===== src/rtl/ctrl_pkg.sv =====
// Shared control-bundle layout, opcode constants and memory-size encodings
// for the pipelined MIPS control unit.
package ctrl_pkg;

  localparam int CTRL_W = 21;

  localparam int LINK_BIT      = 20;
  localparam int ALUOP_LSB     = 14;
  localparam int ALUSRC_BIT    = 13;
  localparam int BRANCH_BIT    = 12;
  localparam int JUMP_BIT      = 11;
  localparam int MEMREAD_BIT   = 10;
  localparam int MEMWRITE_BIT  = 9;
  localparam int MEMSIZE_LSB   = 7;
  localparam int MEMTOREG_BIT  = 6;
  localparam int REGWRITE_BIT  = 5;
  localparam int DEST_LSB      = 0;

  localparam logic [5:0] OP_RTYPE  = 6'b000000;
  localparam logic [5:0] OP_REGIMM = 6'b000001;
  localparam logic [5:0] OP_J      = 6'b000010;
  localparam logic [5:0] OP_JAL    = 6'b000011;
  localparam logic [5:0] OP_BEQ    = 6'b000100;
  localparam logic [5:0] OP_BNE    = 6'b000101;
  localparam logic [5:0] OP_BLEZ   = 6'b000110;
  localparam logic [5:0] OP_BGTZ   = 6'b000111;
  localparam logic [5:0] OP_ADDI   = 6'b001000;
  localparam logic [5:0] OP_ANDI   = 6'b001100;
  localparam logic [5:0] OP_ORI    = 6'b001101;
  localparam logic [5:0] OP_XORI   = 6'b001110;
  localparam logic [5:0] OP_LB     = 6'b100000;
  localparam logic [5:0] OP_LH     = 6'b100001;
  localparam logic [5:0] OP_LW     = 6'b100011;
  localparam logic [5:0] OP_SB     = 6'b101000;
  localparam logic [5:0] OP_SH     = 6'b101001;
  localparam logic [5:0] OP_SW     = 6'b101011;

  typedef enum logic [1:0] {
    MEM_WORD = 2'd0,
    MEM_HALF = 2'd1,
    MEM_BYTE = 2'd2
  } mem_size_e;

  typedef struct packed {
    logic       link;
    logic [5:0] alu_op;
    logic       alu_src;
    logic       branch;
    logic       jump;
    logic       mem_read;
    logic       mem_write;
    mem_size_e  mem_size;
    logic       mem_to_reg;
    logic       reg_write;
    logic [4:0] dest_reg;
  } ctrl_t;

  // Loads and stores share the low opcode bits: x11 word, x01 half, x00 byte.
  function automatic mem_size_e mem_size_of(input logic [5:0] op);
    case (op[1:0])
      2'b11:   return MEM_WORD;
      2'b01:   return MEM_HALF;
      default: return MEM_BYTE;
    endcase
  endfunction

endpackage


===== src/rtl/control_decoder.sv =====
// Combinational ID-stage decoder: instruction word to control bundle,
// illegal-opcode flag and register-source information for hazard checks.
module control_decoder
  import ctrl_pkg::*;
#(
  parameter int OP_W     = 6,
  parameter int REG_W    = 5,
  parameter int LINK_REG = 31
) (
  input  logic [31:0]      instr_i,
  output ctrl_t            ctrl_o,
  output logic             illegal_o,
  output logic             uses_rt_o,
  output logic [REG_W-1:0] rs_o,
  output logic [REG_W-1:0] rt_o
);

  logic [OP_W-1:0]  op;
  logic [REG_W-1:0] rd;
  logic             unused_bits;

  assign op          = instr_i[31 -: OP_W];
  assign rs_o        = instr_i[25 -: REG_W];
  assign rt_o        = instr_i[20 -: REG_W];
  assign rd          = instr_i[15 -: REG_W];
  assign unused_bits = ^instr_i[10:0];

  always_comb begin
    ctrl_o        = '0;
    illegal_o     = 1'b0;
    uses_rt_o     = 1'b0;
    ctrl_o.alu_op = op;
    case (op)
      OP_RTYPE: begin
        ctrl_o.dest_reg   = rd;
        ctrl_o.reg_write  = 1'b1;
        ctrl_o.mem_to_reg = 1'b1;
        uses_rt_o         = 1'b1;
      end
      OP_ADDI, OP_ANDI, OP_ORI, OP_XORI: begin
        ctrl_o.dest_reg   = rt_o;
        ctrl_o.alu_src    = 1'b1;
        ctrl_o.reg_write  = 1'b1;
        ctrl_o.mem_to_reg = 1'b1;
      end
      OP_LW, OP_LH, OP_LB: begin
        ctrl_o.dest_reg  = rt_o;
        ctrl_o.alu_src   = 1'b1;
        ctrl_o.mem_read  = 1'b1;
        ctrl_o.reg_write = 1'b1;
        ctrl_o.mem_size  = mem_size_of(op);
      end
      OP_SW, OP_SH, OP_SB: begin
        ctrl_o.alu_src   = 1'b1;
        ctrl_o.mem_write = 1'b1;
        ctrl_o.mem_size  = mem_size_of(op);
        uses_rt_o        = 1'b1;
      end
      OP_BEQ, OP_BNE: begin
        ctrl_o.branch = 1'b1;
        uses_rt_o     = 1'b1;
      end
      OP_BLEZ, OP_BGTZ, OP_REGIMM: ctrl_o.branch = 1'b1;
      OP_J: ctrl_o.jump = 1'b1;
      OP_JAL: begin
        ctrl_o.jump      = 1'b1;
        ctrl_o.link      = 1'b1;
        ctrl_o.reg_write = 1'b1;
        ctrl_o.dest_reg  = 5'(LINK_REG);
      end
      default: begin
        ctrl_o    = '0;
        illegal_o = 1'b1;
      end
    endcase
    // $zero is hardwired, so a write to it is never architecturally visible.
    if (ctrl_o.dest_reg == '0) ctrl_o.reg_write = 1'b0;
  end

endmodule


===== src/rtl/pipe_control_unit.sv =====
// Pipelined control unit: ID/EX, EX/MEM and MEM/WB control registers with
// load-use stall insertion, branch flush and saturating event counters.
module pipe_control_unit
  import ctrl_pkg::*;
#(
  parameter int OP_W     = 6,
  parameter int REG_W    = 5,
  parameter int LINK_REG = 31,
  parameter int CNT_W    = 16
) (
  input  logic              Clk,
  input  logic              Rst,
  input  logic [31:0]       Instruction,
  input  logic              InstrValid,
  input  logic              Flush,
  output logic [CTRL_W-1:0] ExCtrl,
  output logic [CTRL_W-1:0] MemCtrl,
  output logic [CTRL_W-1:0] WbCtrl,
  output logic              Stall,
  output logic              PCWrite,
  output logic              IfIdWrite,
  output logic              IfIdFlush,
  output logic              IllegalOp,
  output logic [CNT_W-1:0]  StallCount,
  output logic [CNT_W-1:0]  FlushCount
);

  ctrl_t            dec;
  logic             dec_illegal;
  logic             uses_rt;
  logic [REG_W-1:0] rs;
  logic [REG_W-1:0] rt;

  ctrl_t            ex_q, ex_d, mem_q, wb_q;
  logic             illegal_q, illegal_d;
  logic [CNT_W-1:0] stall_cnt_q, stall_cnt_d;
  logic [CNT_W-1:0] flush_cnt_q, flush_cnt_d;

  control_decoder #(
    .OP_W    (OP_W),
    .REG_W   (REG_W),
    .LINK_REG(LINK_REG)
  ) u_decoder (
    .instr_i  (Instruction),
    .ctrl_o   (dec),
    .illegal_o(dec_illegal),
    .uses_rt_o(uses_rt),
    .rs_o     (rs),
    .rt_o     (rt)
  );

  // Load in EX whose destination is read by the instruction now in ID.
  always_comb begin
    Stall = InstrValid & ex_q.mem_read & (ex_q.dest_reg != '0) &
            ((ex_q.dest_reg == rs) | (uses_rt & (ex_q.dest_reg == rt)));
  end

  assign PCWrite   = ~Stall | Flush;
  assign IfIdWrite = ~Stall | Flush;
  assign IfIdFlush = Flush;

  always_comb begin
    ex_d        = dec;
    illegal_d   = illegal_q | (InstrValid & dec_illegal);
    stall_cnt_d = stall_cnt_q;
    flush_cnt_d = flush_cnt_q;
    if (Flush || Stall || !InstrValid) ex_d = '0;
    if (Stall && !Flush && !(&stall_cnt_q)) stall_cnt_d = stall_cnt_q + 1'b1;
    if (Flush && !(&flush_cnt_q)) flush_cnt_d = flush_cnt_q + 1'b1;
  end

  always_ff @(posedge Clk or negedge Rst) begin
    if (!Rst) begin
      ex_q        <= '0;
      mem_q       <= '0;
      wb_q        <= '0;
      illegal_q   <= 1'b0;
      stall_cnt_q <= '0;
      flush_cnt_q <= '0;
    end else begin
      ex_q        <= ex_d;
      mem_q       <= ex_q;
      wb_q        <= mem_q;
      illegal_q   <= illegal_d;
      stall_cnt_q <= stall_cnt_d;
      flush_cnt_q <= flush_cnt_d;
    end
  end

  assign ExCtrl     = ex_q;
  assign MemCtrl    = mem_q;
  assign WbCtrl     = wb_q;
  assign IllegalOp  = illegal_q;
  assign StallCount = stall_cnt_q;
  assign FlushCount = flush_cnt_q;

endmodule


===== config.mk =====
export PLATFORM = sky130hd
export DESIGN_NAME = pipe_control_unit
export DESIGN_NICKNAME = d
export VERILOG_FILES = /design/src/rtl/ctrl_pkg.sv /design/src/rtl/control_decoder.sv /design/src/rtl/pipe_control_unit.sv
export SDC_FILE = /design/constraint.sdc
export NUM_CORES = 1
export LEC_CHECK = 0
export ABC_CLOCK_PERIOD_IN_PS = 6700
export BUFFER_PORTS_ARGS = -buffer_cell sky130_fd_sc_hd__buf_2
export CORE_MARGIN = 2
export CORE_UTILIZATION = 53
export CTS_CLUSTER_DIAMETER = 200
export DETAILED_ROUTE_END_ITERATION = 10
export GPL_ROUTABILITY_DRIVEN = 0
export PLACE_DENSITY = 0.85
export SLEW_MARGIN = 30
export SYNTH_ARGS = -nofsm -noshare
export SYNTH_HDL_FRONTEND = slang
export SYNTH_SLANG_ARGS = --single-unit

===== constraint.sdc =====
create_clock -name Clk -period 6.7 [get_ports Clk]
set_clock_uncertainty 0.2 [all_clocks]
set_input_delay 1.34 -clock Clk [delete_from_list [all_inputs] [get_ports Clk]]
set_output_delay 1.34 -clock Clk [all_outputs]
set_load 0.005 [all_outputs]

### Word level (Yosys, flattened, before mapping)

Cells that the tools add are included.

* flip-flop bits (word level): 96
* output and inout port bits: 100

* equality and inequality tests: 21
* bitwise operators: 9
* add/subtract/negate cells: 2
* reductions and logical operators: 24
* mux-type cells: 15

Operators with widths (count)
* $eq 6x6->1 const B: 6
* $add 16x1->16 const B: 2
* $reduce_and 16->1: 2
* $eq 6x3->1 const B: 4
* $eq 6x4->1 const B: 4
* $mux 21: 1
* $pmux 6 s3: 1
* $reduce_or 18->1: 1
* $eq 6x2->1 const B: 2
* $reduce_or 6->1: 2
* $eq 5x5->1: 2
* $mux 1: 10
* $reduce_or 10->1: 1
* $reduce_or 5->1: 2
* $reduce_or 7->1: 1
* $eq 6x1->1 const B: 1
* $logic_not 6->1: 1
* $mux 6: 1
* $reduce_or 3->1: 2
* $and 1x1->1: 5
* $logic_not 5->1: 1
* $reduce_bool 5->1: 1
* $logic_not 1->1: 4
* $pmux 2 s2: 1
* other kinds (8): 13

### Longest topological paths before layout

* depth in word-level cells: 9
* gate-level depth with buffers: 8
* mapped depth without buffers: 7

### By module

From an unflattened synthesis, not the netlist that was laid out.

* cell total of the unflattened synthesis: 333
* area total of the unflattened synthesis: 4005.1 µm²

Modules (own cells, without submodules)
* pipe_control_unit: times used 1, area an instance 3519.6 µm², cells an instance 258
* control_decoder: times used 1, area an instance 485.5 µm², cells an instance 75

### Worst setup path after synthesis

Ideal clock, no wire load.

* kind: input-to-output
* start: in Instruction[28]
* end: out PCWrite
* cell stages on the path: 6
* arrival time: 2340 ps
* data required time: 5160 ps
* setup slack: 2820 ps
* path through: buf_4 and2b_1 a32o_1 nand4_1 and2_1 buf_4

* cells in the longest elaborated chain, start to end: 8
* elaborated cells on any way between the ends: 13

Ends and longest elaborated chain
* from (decl): RTL line pipe_control_unit.sv:13 `input logic [31:0] Instruction,`
* $eq 6x3->1 (tied with other cells): RTL line control_decoder.sv:33 `case (op)`
* $reduce_or 6->1 (no line) (*)
* $mux 1 (*): RTL line control_decoder.sv:33
* $and 1x1->1 (*): RTL line pipe_control_unit.sv:55 `((ex_q.dest_reg == rs) | (uses_rt & (ex_q.dest_reg == rt)));`
* $or 1x1->1 (*): RTL line pipe_control_unit.sv:55
* $and 1x1->1 (*): RTL line pipe_control_unit.sv:54 `Stall = InstrValid & ex_q.mem_read & (ex_q.dest_reg != '0) &`
* $not 1->1 (*)
* $or 1x1->1 (*)
* to (decl): RTL line pipe_control_unit.sv:20 `output logic PCWrite,`

Mark *: on every way between the ends. The rest lies on a longest branch, timed or not.

### Worst setup path in the final report

* start: in Instruction[19]
* end: out PCWrite

* cells in the longest elaborated chain, start to end: 6

Ends and longest elaborated chain
* $eq 5x5->1: RTL line pipe_control_unit.sv:55
* $and 1x1->1: RTL line pipe_control_unit.sv:55
* $or 1x1->1: RTL line pipe_control_unit.sv:55
* $and 1x1->1: RTL line pipe_control_unit.sv:54
* $not 1->1: RTL line pipe_control_unit.sv:58 `assign PCWrite = ~Stall | Flush;`
* $or 1x1->1: RTL line pipe_control_unit.sv:58

Every way passes these cells.

==> impl_metrics.json <==
{
  "grt_overflow": 0,
  "die_h_um": 88.1,
  "fin_nets": 458,
  "multi_input_area_um2": 1250,
  "wl_per_cell_um": 15.4,
  "io_pins": 136,
  "fmax_mhz": 240,
  "cts.clk_slew.worst_paths_ns": 0.08,
  "cts_hold_buf": 0,
  "cp_data_arrival_time_ns": 2.62,
  "synth_ff_type": "dfrtp_1",
  "crit_required_ns": 5.16,
  "rows": 30,
  "period_needed_ns": 4.16,
  "slew_headroom_pct": 44.0,
  "cts_sinks": 96,
  "cts_buffer_depth": 2,
  "yosysTopAreaCellShare_pct": 64.1,
  "grt_use_total_pct": 21.2,
  "critPathKind": "primary input to output pin",
  "area_growth_pct": 23.7,
  "worstSkewPairLatency_ns": 0.34,
  "cp_max_fo": 4,
  "grt_pass1_wl_um": 12500,
  "synth_common_cells": "dfrtp_1 (96), nor2_1 (26), xnor2_1 (21)",
  "slew_viol_final": 0,
  "syn_inst": 294,
  "synth_fp_nets": 332,
  "p_per_area_nw_per_um2": 245,
  "cts_buffers": 9,
  "finalHoldViolCount": 0,
  "final.setup.tns_ns": 0,
  "path_cells": "buf_2 > xor2_1 > nor4_1 > nand4_1 > and2_1 > buf_2",
  "first_pass_iters": 4,
  "die-area_um2": 7760,
  "cts_tree": "yes",
  "finalWirelength_um": 8000,
  "drcViolationCount": 0,
  "viasPerCell": 5.19,
  "io_buffer_count": 124,
  "grt_pass1_vias": 2549,
  "start_util_pct": 54.8,
  "core_area_um2": 6830,
  "root_buffer": "clkbuf_8",
  "ir_drop_uv": 159,
  "finalSetupViolCount": 0,
  "antenna_left": 0,
  "dp_hpwl_um": 5860,
  "synth.distinct_cells": 47,
  "setup_slack_ns": 2.54,
  "seq_area_um2": 2400,
  "rsz0062_at_grt": "false",
  "slowest_stage": "nor4_1",
  "critical_path_buf_inv_count": 2,
  "vias": 2701,
  "min_period_over_period_pct": 62.1,
  "cellLeakagePower_nw": 2.50,
  "die_w_um": 88.1,
  "synth_area_um2": 3750,
  "yosysWarnings": 0,
  "grt_max_degree": 70,
  "yosysMostFrequentCell": "dfrtp_1",
  "path_delay_family": "simple AND/OR/NAND/NOR gates",
  "cts_htree_levels": 3,
  "hold_path_class": "register to register",
  "dpl_worst_slack_ns": 2.53,
  "synth_enable_flop_cells": 0,
  "async_reset_ff_share_pct": 100,
  "antenna_cells": 0,
  "drive_gt1_share_pct": 36.6,
  "seq_area_frac_synth_pct": 64.1,
  "max-cap-violations": 0,
  "worst_slew_pin_slew_ns": 0.840,
  "antenna_found_initial": 0,
  "avgSynthCellArea_um2": 12.7,
  "cpMostUsedCell": "buf_2",
  "status": "finished clean",
  "cts_resized": 0,
  "drt-initial-drc-count": 139,
  "start_kind": "primary input",
  "whs_ns": 0.174,
  "synth_top_cell_by_area": "dfrtp_1",
  "cts_setup_buffers": 0,
  "end_kind": "output pin",
  "synth_area_leaders": "dfrtp_1 (64%), xnor2_1 (4.9%), xor2_1 (4.0%)",
  "slowest_delay_ns": 0.36,
  "synth_seq_cells": 96,
  "fill_cells": 521
}
-- state kept, by name, summed over array words and instances, names as in the netlist --
signal / flops
StallCount: 16
MemCtrl: 21
ExCtrl: 21
FlushCount: 16
IllegalOp: 1
WbCtrl: 21
-- path summary, 6_finish.rpt --
kind | cells after the start | from | endpoint | slack (ns)
max | 6 | Instruction[19] | PCWrite | 2.54
min | 0 | MemCtrl[13] | WbCtrl[13] | 0.17
max reg2reg | 5 | ExCtrl[3] | StallCount[1] | 4.19
min reg2reg | 0 | MemCtrl[13] | WbCtrl[13] | 0.17
max in group asynchronous | 2 | Rst | ExCtrl[15] | 4.44
min in group asynchronous | 1 | Rst | FlushCount[1] | 0.69
-- per-stage QoR --
| step | power, mW | instance area [µm²] | util, % | std cells |
|---|---|---|---|---|
| 6_report | 1.14 | 4630 | 67.8 | 520 |
| 5_1_grt | 1.19 | 4630 | 67.8 | 520 |
| 4_1_cts | 1.15 | 4630 | 67.8 | 520 |
| 3_5_place_dp | 0.769 | 4430 | 64.8 | 505 |
| 3_3_place_gp | 0.762 | 4430 | 64.8 | 505 |
| 2_1_floorplan | 0.706 | 3750 | - | 294 |
-- report_power, final --
| part | switching (mW) | internal [mW] | total (mW) |
|---|---|---|---|
| clock | 0.180 | 0.202 | 0.382 |
| combinational | 0.0629 | 0.0559 | 0.119 |
| sequential | 0.0299 | 0.607 | 0.637 |
-- logic make-up after synthesis --
family	count (synthesis)	synth area share, %
muxes	5	1.47
buffers and inverters	16	2.44
other	1	0.100
xor gates and xnor gates	38	8.88
DFF	96	64.1
AOI/OAI and AO/OA	24	4.54
adders and majority gates	3	0.935
and+or+nand+nor	111	17.5
-- cell usage in the layout (no fill, tap or decap), types with 3 or more instances in the layout --
master,netlist,layout
nor4_2,3,3
nor3_1,4,4
a221oi_1,5,5
xor2_1,17,17
nand4_1,13,13
mux2_2,4,4
nand2_1,20,20
and4_1,3,3
o21ai_0,4,4
nand2b_1,3,3
inv_1,6,6
xnor2_1,21,21
clkbuf_8,0,12
dfrtp_1,96,96
buf_2,4,123
nand3_1,12,12
and3_1,9,9
nor2_1,26,26
a21oi_1,5,5
-- metal layers --
metal  GRT usage (%)  routed length [µm]
met1            27.8                3490
met2            35.1                4050
met3            3.30                 288
met4            9.23                 174
met5               0                   0
-- cell type report --
type	instances	share of cell area, %
Sequential cell	96	51.8
Multi-Input combinational cell	182	27.0
Timing Repair Buffer	125	13.6
Clock buffer	13	3.64
Clock inverter	2	0.810
Inverter	6	0.486
Tap cell	96	2.59
(Power assumes the default switching activity.)
